<file path="src/rtl/reorder_buffer_if.sv">
// reorder_buffer_if: dispatch, CDB, operand-lookup and commit signals of the reorder buffer.
interface reorder_buffer_if #(
    parameter int ROB_TAG_LEN = 4,
    parameter int XLEN        = 32
);
    logic                   squash;
    logic                   dispatch_valid;
    logic [4:0]             dispatch_rd;
    logic                   dispatch_ready;
    logic [ROB_TAG_LEN-1:0] dispatch_tag;
    logic                   cdb_valid;
    logic [ROB_TAG_LEN-1:0] cdb_tag;
    logic [XLEN-1:0]        cdb_value;
    logic [ROB_TAG_LEN-1:0] rs1_tag, rs2_tag;
    logic                   rs1_ready, rs2_ready;
    logic [XLEN-1:0]        rs1_value, rs2_value;
    logic                   commit;
    logic [4:0]             rd_commit;
    logic [ROB_TAG_LEN-1:0] commit_tag;
    logic [XLEN-1:0]        commit_value;
    logic                   rob_empty;

    modport master (
        output squash, dispatch_valid, dispatch_rd, cdb_valid, cdb_tag, cdb_value, rs1_tag, rs2_tag,
        input  dispatch_ready, dispatch_tag, rs1_ready, rs2_ready, rs1_value, rs2_value,
               commit, rd_commit, commit_tag, commit_value, rob_empty
    );
    modport slave (
        input  squash, dispatch_valid, dispatch_rd, cdb_valid, cdb_tag, cdb_value, rs1_tag, rs2_tag,
        output dispatch_ready, dispatch_tag, rs1_ready, rs2_ready, rs1_value, rs2_value,
               commit, rd_commit, commit_tag, commit_value, rob_empty
    );
endinterface

</file>
<file path="src/rtl/reorder_buffer.sv">
// reorder_buffer: circular in-order ROB; allocates tags, marks completion from the CDB,
// retires the head in program order and serves operand values by tag (tag 0 = no producer).
module reorder_buffer #(
    parameter int ROB_DEPTH   = 8,
    parameter int ROB_TAG_LEN = 4,
    parameter int XLEN        = 32
) (
    input logic             clock,
    input logic             reset,
    reorder_buffer_if.slave rob
);
    localparam int IW = (ROB_DEPTH > 1) ? $clog2(ROB_DEPTH) : 1;
    typedef logic [ROB_TAG_LEN-1:0] tag_t;
    typedef logic [IW-1:0] idx_t;
    localparam tag_t DEPTH = tag_t'(ROB_DEPTH);
    localparam tag_t ONE   = tag_t'(1);
    localparam idx_t LAST  = idx_t'(ROB_DEPTH - 1);

    logic [ROB_DEPTH-1:0] valid, done;
    logic [4:0]           rd    [ROB_DEPTH];
    logic [XLEN-1:0]      value [ROB_DEPTH];
    idx_t                 head, tail;
    tag_t                 count;
    logic                 alloc, cdb_hit;

    function automatic idx_t idx(input tag_t t);
        return idx_t'(t - ONE);
    endfunction

    function automatic logic in_range(input tag_t t);
        return t != '0 && t <= DEPTH;
    endfunction

    function automatic idx_t nxt(input idx_t p);
        return p == LAST ? '0 : p + idx_t'(1);
    endfunction

    // A matching CDB broadcast wins over storage so dispatch sees results a cycle early.
    function automatic logic [XLEN:0] lookup(input tag_t t, input logic cv, input tag_t ct,
                                             input logic [XLEN-1:0] cval);
        idx_t i;
        i = idx(t);
        if (!in_range(t)) return '0;
        if (cv && ct == t) return {1'b1, cval};
        return (valid[i] && done[i]) ? {1'b1, value[i]} : '0;
    endfunction

    always_comb begin
        rob.dispatch_ready = count < DEPTH;
        rob.dispatch_tag   = tag_t'(tail) + ONE;
        alloc              = rob.dispatch_valid && rob.dispatch_ready;
        rob.commit         = valid[head] && done[head] && !rob.squash;
        rob.rd_commit      = rd[head];
        rob.commit_tag     = tag_t'(head) + ONE;
        rob.commit_value   = value[head];
        rob.rob_empty      = count == '0;
        cdb_hit            = rob.cdb_valid && in_range(rob.cdb_tag) && valid[idx(rob.cdb_tag)];
        {rob.rs1_ready, rob.rs1_value} = lookup(rob.rs1_tag, rob.cdb_valid, rob.cdb_tag, rob.cdb_value);
        {rob.rs2_ready, rob.rs2_value} = lookup(rob.rs2_tag, rob.cdb_valid, rob.cdb_tag, rob.cdb_value);
    end

    // Head and tail only coincide when empty or full, so alloc and retire never touch the same slot.
    always_ff @(posedge clock or negedge reset) begin
        if (!reset) begin
            valid <= '0;
            done  <= '0;
            head  <= '0;
            tail  <= '0;
            count <= '0;
            for (int i = 0; i < ROB_DEPTH; i++) begin
                rd[i]    <= '0;
                value[i] <= '0;
            end
        end else if (rob.squash) begin
            valid <= '0;
            done  <= '0;
            head  <= '0;
            tail  <= '0;
            count <= '0;
        end else begin
            if (cdb_hit) begin
                done[idx(rob.cdb_tag)]  <= 1'b1;
                value[idx(rob.cdb_tag)] <= rob.cdb_value;
            end
            if (rob.commit) begin
                valid[head] <= 1'b0;
                head        <= nxt(head);
            end
            if (alloc) begin
                valid[tail] <= 1'b1;
                done[tail]  <= 1'b0;
                rd[tail]    <= rob.dispatch_rd;
                value[tail] <= '0;
                tail        <= nxt(tail);
            end
            count <= count + tag_t'(alloc) - tag_t'(rob.commit);
        end
    end
endmodule

</file>
<file path="src/flat_wrapper.sv">
// flat-port wrapper written by rule: the top's interface ports become plain ports
module reorder_buffer_flat 
#(
    parameter int ROB_DEPTH   = 8,
    parameter int ROB_TAG_LEN = 4,
    parameter int XLEN        = 32
)
  (clock, reset, rob_squash, rob_dispatch_valid, rob_dispatch_rd, rob_cdb_valid, rob_cdb_tag, rob_cdb_value, rob_rs1_tag, rob_rs2_tag, rob_dispatch_ready, rob_dispatch_tag, rob_rs1_ready, rob_rs2_ready, rob_rs1_value, rob_rs2_value, rob_commit, rob_rd_commit, rob_commit_tag, rob_commit_value, rob_rob_empty);
  reorder_buffer_if #(.ROB_TAG_LEN(ROB_TAG_LEN), .XLEN(XLEN)) rob_i ();
  input logic clock;
  input logic reset;
  input wire logic [$bits(rob_i.squash)-1:0] rob_squash;
  input wire logic [$bits(rob_i.dispatch_valid)-1:0] rob_dispatch_valid;
  input wire logic [$bits(rob_i.dispatch_rd)-1:0] rob_dispatch_rd;
  input wire logic [$bits(rob_i.cdb_valid)-1:0] rob_cdb_valid;
  input wire logic [$bits(rob_i.cdb_tag)-1:0] rob_cdb_tag;
  input wire logic [$bits(rob_i.cdb_value)-1:0] rob_cdb_value;
  input wire logic [$bits(rob_i.rs1_tag)-1:0] rob_rs1_tag;
  input wire logic [$bits(rob_i.rs2_tag)-1:0] rob_rs2_tag;
  output wire logic [$bits(rob_i.dispatch_ready)-1:0] rob_dispatch_ready;
  output wire logic [$bits(rob_i.dispatch_tag)-1:0] rob_dispatch_tag;
  output wire logic [$bits(rob_i.rs1_ready)-1:0] rob_rs1_ready;
  output wire logic [$bits(rob_i.rs2_ready)-1:0] rob_rs2_ready;
  output wire logic [$bits(rob_i.rs1_value)-1:0] rob_rs1_value;
  output wire logic [$bits(rob_i.rs2_value)-1:0] rob_rs2_value;
  output wire logic [$bits(rob_i.commit)-1:0] rob_commit;
  output wire logic [$bits(rob_i.rd_commit)-1:0] rob_rd_commit;
  output wire logic [$bits(rob_i.commit_tag)-1:0] rob_commit_tag;
  output wire logic [$bits(rob_i.commit_value)-1:0] rob_commit_value;
  output wire logic [$bits(rob_i.rob_empty)-1:0] rob_rob_empty;
  assign rob_i.squash = rob_squash;
  assign rob_i.dispatch_valid = rob_dispatch_valid;
  assign rob_i.dispatch_rd = rob_dispatch_rd;
  assign rob_i.cdb_valid = rob_cdb_valid;
  assign rob_i.cdb_tag = rob_cdb_tag;
  assign rob_i.cdb_value = rob_cdb_value;
  assign rob_i.rs1_tag = rob_rs1_tag;
  assign rob_i.rs2_tag = rob_rs2_tag;
  assign rob_dispatch_ready = rob_i.dispatch_ready;
  assign rob_dispatch_tag = rob_i.dispatch_tag;
  assign rob_rs1_ready = rob_i.rs1_ready;
  assign rob_rs2_ready = rob_i.rs2_ready;
  assign rob_rs1_value = rob_i.rs1_value;
  assign rob_rs2_value = rob_i.rs2_value;
  assign rob_commit = rob_i.commit;
  assign rob_rd_commit = rob_i.rd_commit;
  assign rob_commit_tag = rob_i.commit_tag;
  assign rob_commit_value = rob_i.commit_value;
  assign rob_rob_empty = rob_i.rob_empty;
  reorder_buffer #(.ROB_DEPTH(ROB_DEPTH), .ROB_TAG_LEN(ROB_TAG_LEN), .XLEN(XLEN)) u_core (.clock(clock), .reset(reset), .rob(rob_i));
endmodule
</file>
<file path="config.mk">
export PLATFORM = sky130hd
export DESIGN_NAME = reorder_buffer_flat
export DESIGN_NICKNAME = d
export VERILOG_FILES = /design/src/rtl/reorder_buffer_if.sv /design/src/rtl/reorder_buffer.sv /design/src/flat_wrapper.sv
export SDC_FILE = /design/constraint.sdc
export NUM_CORES = 1
export LEC_CHECK = 0
export CORE_MARGIN = 2
export CORE_UTILIZATION = 35
export DETAILED_ROUTE_END_ITERATION = 10
export GPL_TIMING_DRIVEN = 0
export RECOVER_POWER = 25
export REMOVE_ABC_BUFFERS = 1
export SYNTH_ARGS = -nofsm -noshare
export SYNTH_HDL_FRONTEND = slang
export SYNTH_SLANG_ARGS = --single-unit
</file>
<file path="constraint.sdc">
create_clock -name clock -period 4.65 [get_ports clock]
set_input_delay 0.93 -clock clock [delete_from_list [all_inputs] [get_ports clock]]
set_output_delay 0.93 -clock clock [all_outputs]
set_load 0.005 [all_outputs]
</file>
Yosys cells after proc, flatten, opt, wreduce, memory -nomap -nowiden
Index checks and enable logic that the tools add are counted.
{ "totals": {"mem_bits_rw": 0, "latchBits": 0, "ff_bits": 322, "n_memories": 0, "mem_bits_ro": 0} }
{ "classes": {"n_reduce_logical": 25, "addsub": 9, "eq_ne": 4, "bitwise_logic": 14, "magnitude_cmp": 19, "n_mul": 0, "n_shift": 0, "mux": 72, "n_div": 0} }
{ "op_table": {"columns": ["cell", "n"], "rows": [
  ["$mux W256", 3],
  ["$mux W33", 10],
  ["$bmux W32 S3", 3],
  ["$and A256 B256 Y256", 1],
  ["$bwmux W256", 1],
  ["$mux W32", 8],
  ["$not A256 Y256", 1],
  ["$demux W32 S3", 2],
  ["$mux W8", 8],
  ["$bwmux W40", 1],
  ["$bmux W1 S3", 7],
  ["$ge A4 B4 Y1 const B", 5],
  ["$lt A3 B4 Y1 const B", 5],
  ["$not A3 Y4", 5],
  ["$mux W3", 6],
  ["$logic_and A1 B1 Y1", 17],
  ["$and A8 B8 Y8", 2],
  ["$not A8 Y8", 2],
  ["$or A8 B8 Y8", 2],
  ["$bmux W5 S3", 1],
  ["$demux W5 S3", 1],
  ["$mux W5", 3],
  ["$mux W1", 14],
  ["$le A4 B4 Y1 const B", 3],
  ["other kinds (18)", 32]
]} }

Logic depth before layout (Yosys ltp)
{ "logic_depth": {"depth_word": 11, "mapped_depth": 12} }

Least setup slack after synthesis
No wires, ideal clock.
{ "synth_timing": {"path_kind": "input to output", "start": "in rob_rs1_tag[0]", "end": "out rob_rs1_value[10]", "n_path_buf": 5, "arrival_ns": 3.256, "required_time_ns": 3.720, "setup_slack_ns": 0.464, "stages": 10, "cell_sequence": "buf_2 -> buf_2 -> buf_2 -> inv_1 -> ha_1 -> clkbuf_1 -> clkbuf_1 -> mux4_2 -> mux2i_1 -> o2bb2ai_1"} }
{ "synth_between": {"elab_chain_cells": 8, "word_cells_on_any_way": 21, "classes_between": "add/sub: 1; order compare: 1; eq/ne: 1; mux: 13; bitwise: 1; reduce/logical: 4"} }
{ "synth_lines": {"columns": ["element", "line", "rtl"], "rows": [
  ["from (decl)", "flat_wrapper.sv:18", "input wire logic [$bits(rob_i.rs1_tag)-1:0] rob_rs1_tag;"],
  ["$sub A3 B1 Y3", "reorder_buffer.sv:27", "return idx_t'(t - ONE);"],
  ["$not A3 Y4 (not written as such)", "reorder_buffer.sv:45", "return (valid[i] && done[i]) ? {1'b1, value[i]} : '0;"],
  ["$bmux W32 S3", "reorder_buffer.sv:45", null],
  ["$mux W32 (not written as such) (2 in series)", "reorder_buffer.sv:45", null],
  ["$mux W33 (2 in series)", "reorder_buffer.sv:45", null],
  ["$mux W33 (*)", "reorder_buffer.sv:44", "if (cv && ct == t) return {1'b1, cval};"],
  ["to (decl)", "flat_wrapper.sv:24", "output wire logic [$bits(rob_i.rs1_value)-1:0] rob_rs1_value;"]
]} }
Mark *: on every way between the ends. The rest lies on a longest branch, timed or not. The select of a mux whose other input is x is not followed.

Final worst setup path
{ "layout_timing": {"start": "in rob_rs2_tag[1]", "end": "out rob_rs2_value[27]"} }
{ "layout_between": {"elab_chain_cells": 8, "word_cells_on_any_way": 21, "classes_between": "add/sub: 1; order compare: 1; eq/ne: 1; mux: 13; bitwise: 1; reduce/logical: 4"} }
{ "layout_lines": {"columns": ["element", "line", "rtl"], "rows": [
  ["from (decl)", "flat_wrapper.sv:19", "input wire logic [$bits(rob_i.rs2_tag)-1:0] rob_rs2_tag;"],
  ["$sub A3 B1 Y3", "reorder_buffer.sv:27", null],
  ["$not A3 Y4 (not written as such)", "reorder_buffer.sv:45", null],
  ["$bmux W32 S3", "reorder_buffer.sv:45", null],
  ["$mux W32 (not written as such) (2 in series)", "reorder_buffer.sv:45", null],
  ["$mux W33 (2 in series)", "reorder_buffer.sv:45", null],
  ["$mux W33 (*)", "reorder_buffer.sv:44", null],
  ["to (decl)", "flat_wrapper.sv:25", "output wire logic [$bits(rob_i.rs2_value)-1:0] rob_rs2_value;"]
]} }
Marked as above.

==> results.toml <==
[drt]
detail_route.wirelength_mm = 70.78
routed_length_per_instance_um = 30.35
dr.pass1.iters = 6
vias_per_cell = 6.672
detail-route-antenna-nets = 0
post-route-drc-count = 0
dr_total_vias = 15560
dr.first_iter.drc_count = 1683

[placed_design]
dp_slack_ps = -1090
numPortBuffers = 167
finalWeightedCongestion = 0.8032
dp_hpwl_mm = 43.96
dpl.cell_count = 2238

[synth]
yosys.area_share.adder_pct = 1.029
yosys_register_bits = 322
yosys_most_used_dff = "sky130_fd_sc_hd__dfrtp_1"
synth.top_cell.area_share_pct = 42.47
yosys.area_share.simple_pct = 4.207
post_synthesis_compound_gate_area_fraction_pct = 21.02
synth_xor_area_share_pct = 0.6924
synth_area_leader_cell = "sky130_fd_sc_hd__dfrtp_1"
synthMostInstantiatedCell = "sky130_fd_sc_hd__dfrtp_1"
syn_area_um2 = 18970
postSynthAreaPerCell_um2 = 12.57
ys_warn_count = 0
netlist_top_cells_area = "sky130_fd_sc_hd__dfrtp_1 42%, sky130_fd_sc_hd__mux4_2 18%, sky130_fd_sc_hd__a22o_1 12%"
synth_top_family_by_area = "multiplexers"
synth-seq-area-share_pct = 42.47
synth_enable_flop_cells = 0
mapped_cells = 1509
post_synth_mux_area_share_pct = 26.24
synth_unique_cells = 52
netlist_top_cells_count = "322 x sky130_fd_sc_hd__dfrtp_1, 258 x sky130_fd_sc_hd__a22o_1, 150 x sky130_fd_sc_hd__mux4_2, 80 x sky130_fd_sc_hd__mux2i_1, 72 x sky130_fd_sc_hd__clkbuf_1"
synth-async-reset-ratio_pct = 100.0

[job]
maxCapViolCount = 1

[die]
fp.dieArea_um2 = 56090
ioPinCount = 168
starting_density_pct = 35.33
row_count = 85
die_y_um = 236.8
fp.coreArea_um2 = 53710
fp.dieW_um = 236.8

[worst_setup_path]
crit_path_kind = "in2out"
startpoint_type_of_the_worst_setup_path = "primary input"
cpLargestDelayFamily = "buffers and inverters"
critical_path.endpoint_type = "output port"
slowest_stage = "sky130_fd_sc_hd__clkdlybuf4s50_1"
path_cells = "clkdlybuf4s50_1 > inv_1 > ha_4 > xor2_4 > buf_4 > buf_16 > buf_16 > mux2i_1 > o2bb2ai_1 > clkdlybuf4s50_1"
cp_data_required_time_ps = 3720
timing.critical_path.arrival_ps = 3670
timing.critical_path.buf_inv = 6
max_fanout_on_critical_path = 12
critical-path-max-stage-delay_ps = 580

[clock_network]
clock-root-buffer = "sky130_fd_sc_hd__clkbuf_16"
number_of_clock_sinks = 322
clkSlewWorstSetupHoldPaths_ps = 60
clk-insertion-delay-late_ps = 540
cts_max_path_buffers = 3
cts_tree = "built"
cts_buffers = 37
cts-htree-levels = 2
cts.hold.buffers_added = 0

[sta]
final_hold_fails = 0
worst_slack_ps = 50.65
report.final.setup_viol = 0
slew_headroom_pct = -96.10
timing_worst_slew_pin_value_ps = 2942
final.period_utilization_pct = 98.91
timing.final.max_slew_violations = 108
setup_total_negative_slack_ps = 0
rsz0062_at_grt = "no"
clock.fmax_ghz = 0.2174
clock-skew-final_ps = 16.45
layout_min_cycle_time_ps = 4599

[global_route]
number_of_antenna_violations_at_the_first_check_in_global_routing = 3
largest_net_degree_at_the_start_of_global_routing = 120
globalRouteOverflowTotal = 0
track_usage_pct = 25.02
grt_pass1_vias = 15992
first_pass_grt_wire_length_mm = 105.2

[power_and_ir_drop]
ir_drop_v = 0.0002232
leakagePower_nw = 9.723
power_density_nw_per_um2 = 289.7

[final_layout]
areaGrowthSynthToFinish_pct = 24.16
area_of_combinational_cells_with_multiple_inputs_um2 = 10350
final_layout_size_suffix_gt1_share_pct = 23.98
finalNonFillerCells = 2332
register_area_um2 = 8069
fill_cells = 4828
layout.core_utilization_pct = 43.86
final_nets = 1681

[worst_hold_path]
hp-class = "reg2reg"

[run_status]
outcome = "finished with violations"
failed_checks = "capacitance limit, slew limit"
## final cells by class
type / instances / share of cell area [%]
Clock buffer: 55 / 4.610
Tap cell: 696 / 3.697
Timing Repair inverter: 1 / 0.03187
Clock inverter: 7 / 0.3081
Sequential cell: 322 / 34.25
Multi-Input combinational cell: 988 / 43.95
Inverter: 26 / 0.4727
Antenna cell: 1 / 0.01062
Timing Repair Buffer: 236 / 12.67
## per-stage QoR
step | instance area, um2 | power (mW) | hold WS (ps)
after floorplan | 18250 | 3.464 | 464.2
after global placement | 20790 | 3.928 | 475.6
after detailed placement | 21870 | 3.976 | 490.9
after CTS | 23440 | 6.841 | 505.4
after global routing | 23560 | 7.058 | 512.5
final | 23560 | 6.824 | 504.1
## worst paths after layout
check | start | cells after the start | to | slack [ps]
setup / recovery | rob_rs2_tag[1] | 10 | rob_rs2_value[27] | 50
hold / removal | u_core.done[1] | 1 | u_core.done[1] | 500
min in group asynchronous | reset | 1 | u_core.value[18] | 1310
max in group asynchronous | reset | 1 | u_core.value[36] | 1580
hold reg to reg | u_core.done[1] | 1 | u_core.done[1] | 500
setup reg to reg | u_core.head[2] | 11 | u_core.count[1] | 990
## cells in the final DEF, fill, tap and decap left out, drive strengths merged, types with 7 or more instances in the layout
cell,n
a221oi,46
mux2i,80
a21oi,26
o2bb2ai,64
dfrtp,322
a22oi,15
clkbuf,57
nor2,55
a21o,10
xor2,9
mux4,150
nand2,52
nand3,22
buf,68
inv,23
nor3,7
a221o,8
mux2,71
clkdlybuf4s50,164
o211ai,7
o21ai,33
ha,14
a22o,258
## repair_timing
action	in CTS	in global routing
resized for setup	17	11
pin swaps	5	3
setup buffers	22	6
cloned	3	0
hold endpoints to repair	0	0
endpoints found under the setup margin	99	43
## routing by layer
metal / share of wire [%] / routed length, um / track usage, %
met1: 41 / 28770 / 34.21
met2: 46 / 32240 / 38.68
met3: 9.9 / 7037 / 5.421
met4: 3.8 / 2721 / 10.30
met5: 0.016 / 11 / 0
## kinds of logic after synthesis
family | Yosys count
buffers and inverters | 199
AO/OA/AOI/OAI | 486
flip-flops | 322
adder cells (fa/ha/maj) | 15
XOR/XNOR | 15
multiplexers | 301
AND/OR/NAND/NOR | 171
## sequential cells by signal, indices dropped and copies added (netlist names)
name          count
u_core.valid      8
u_core.head       3
u_core.value    256
u_core.done       8
u_core.count      4
u_core.rd        40
u_core.tail       3
## where the power goes
part	internal (mW)	switching (mW)	leakage (nW)
clock	1.67	1.19	0.560
combinational	0.462	0.521	4.70
sequential	2.91	0.0737	4.46
total	5.04	1.78	9.72
Power figures use the tool's default switching activity.
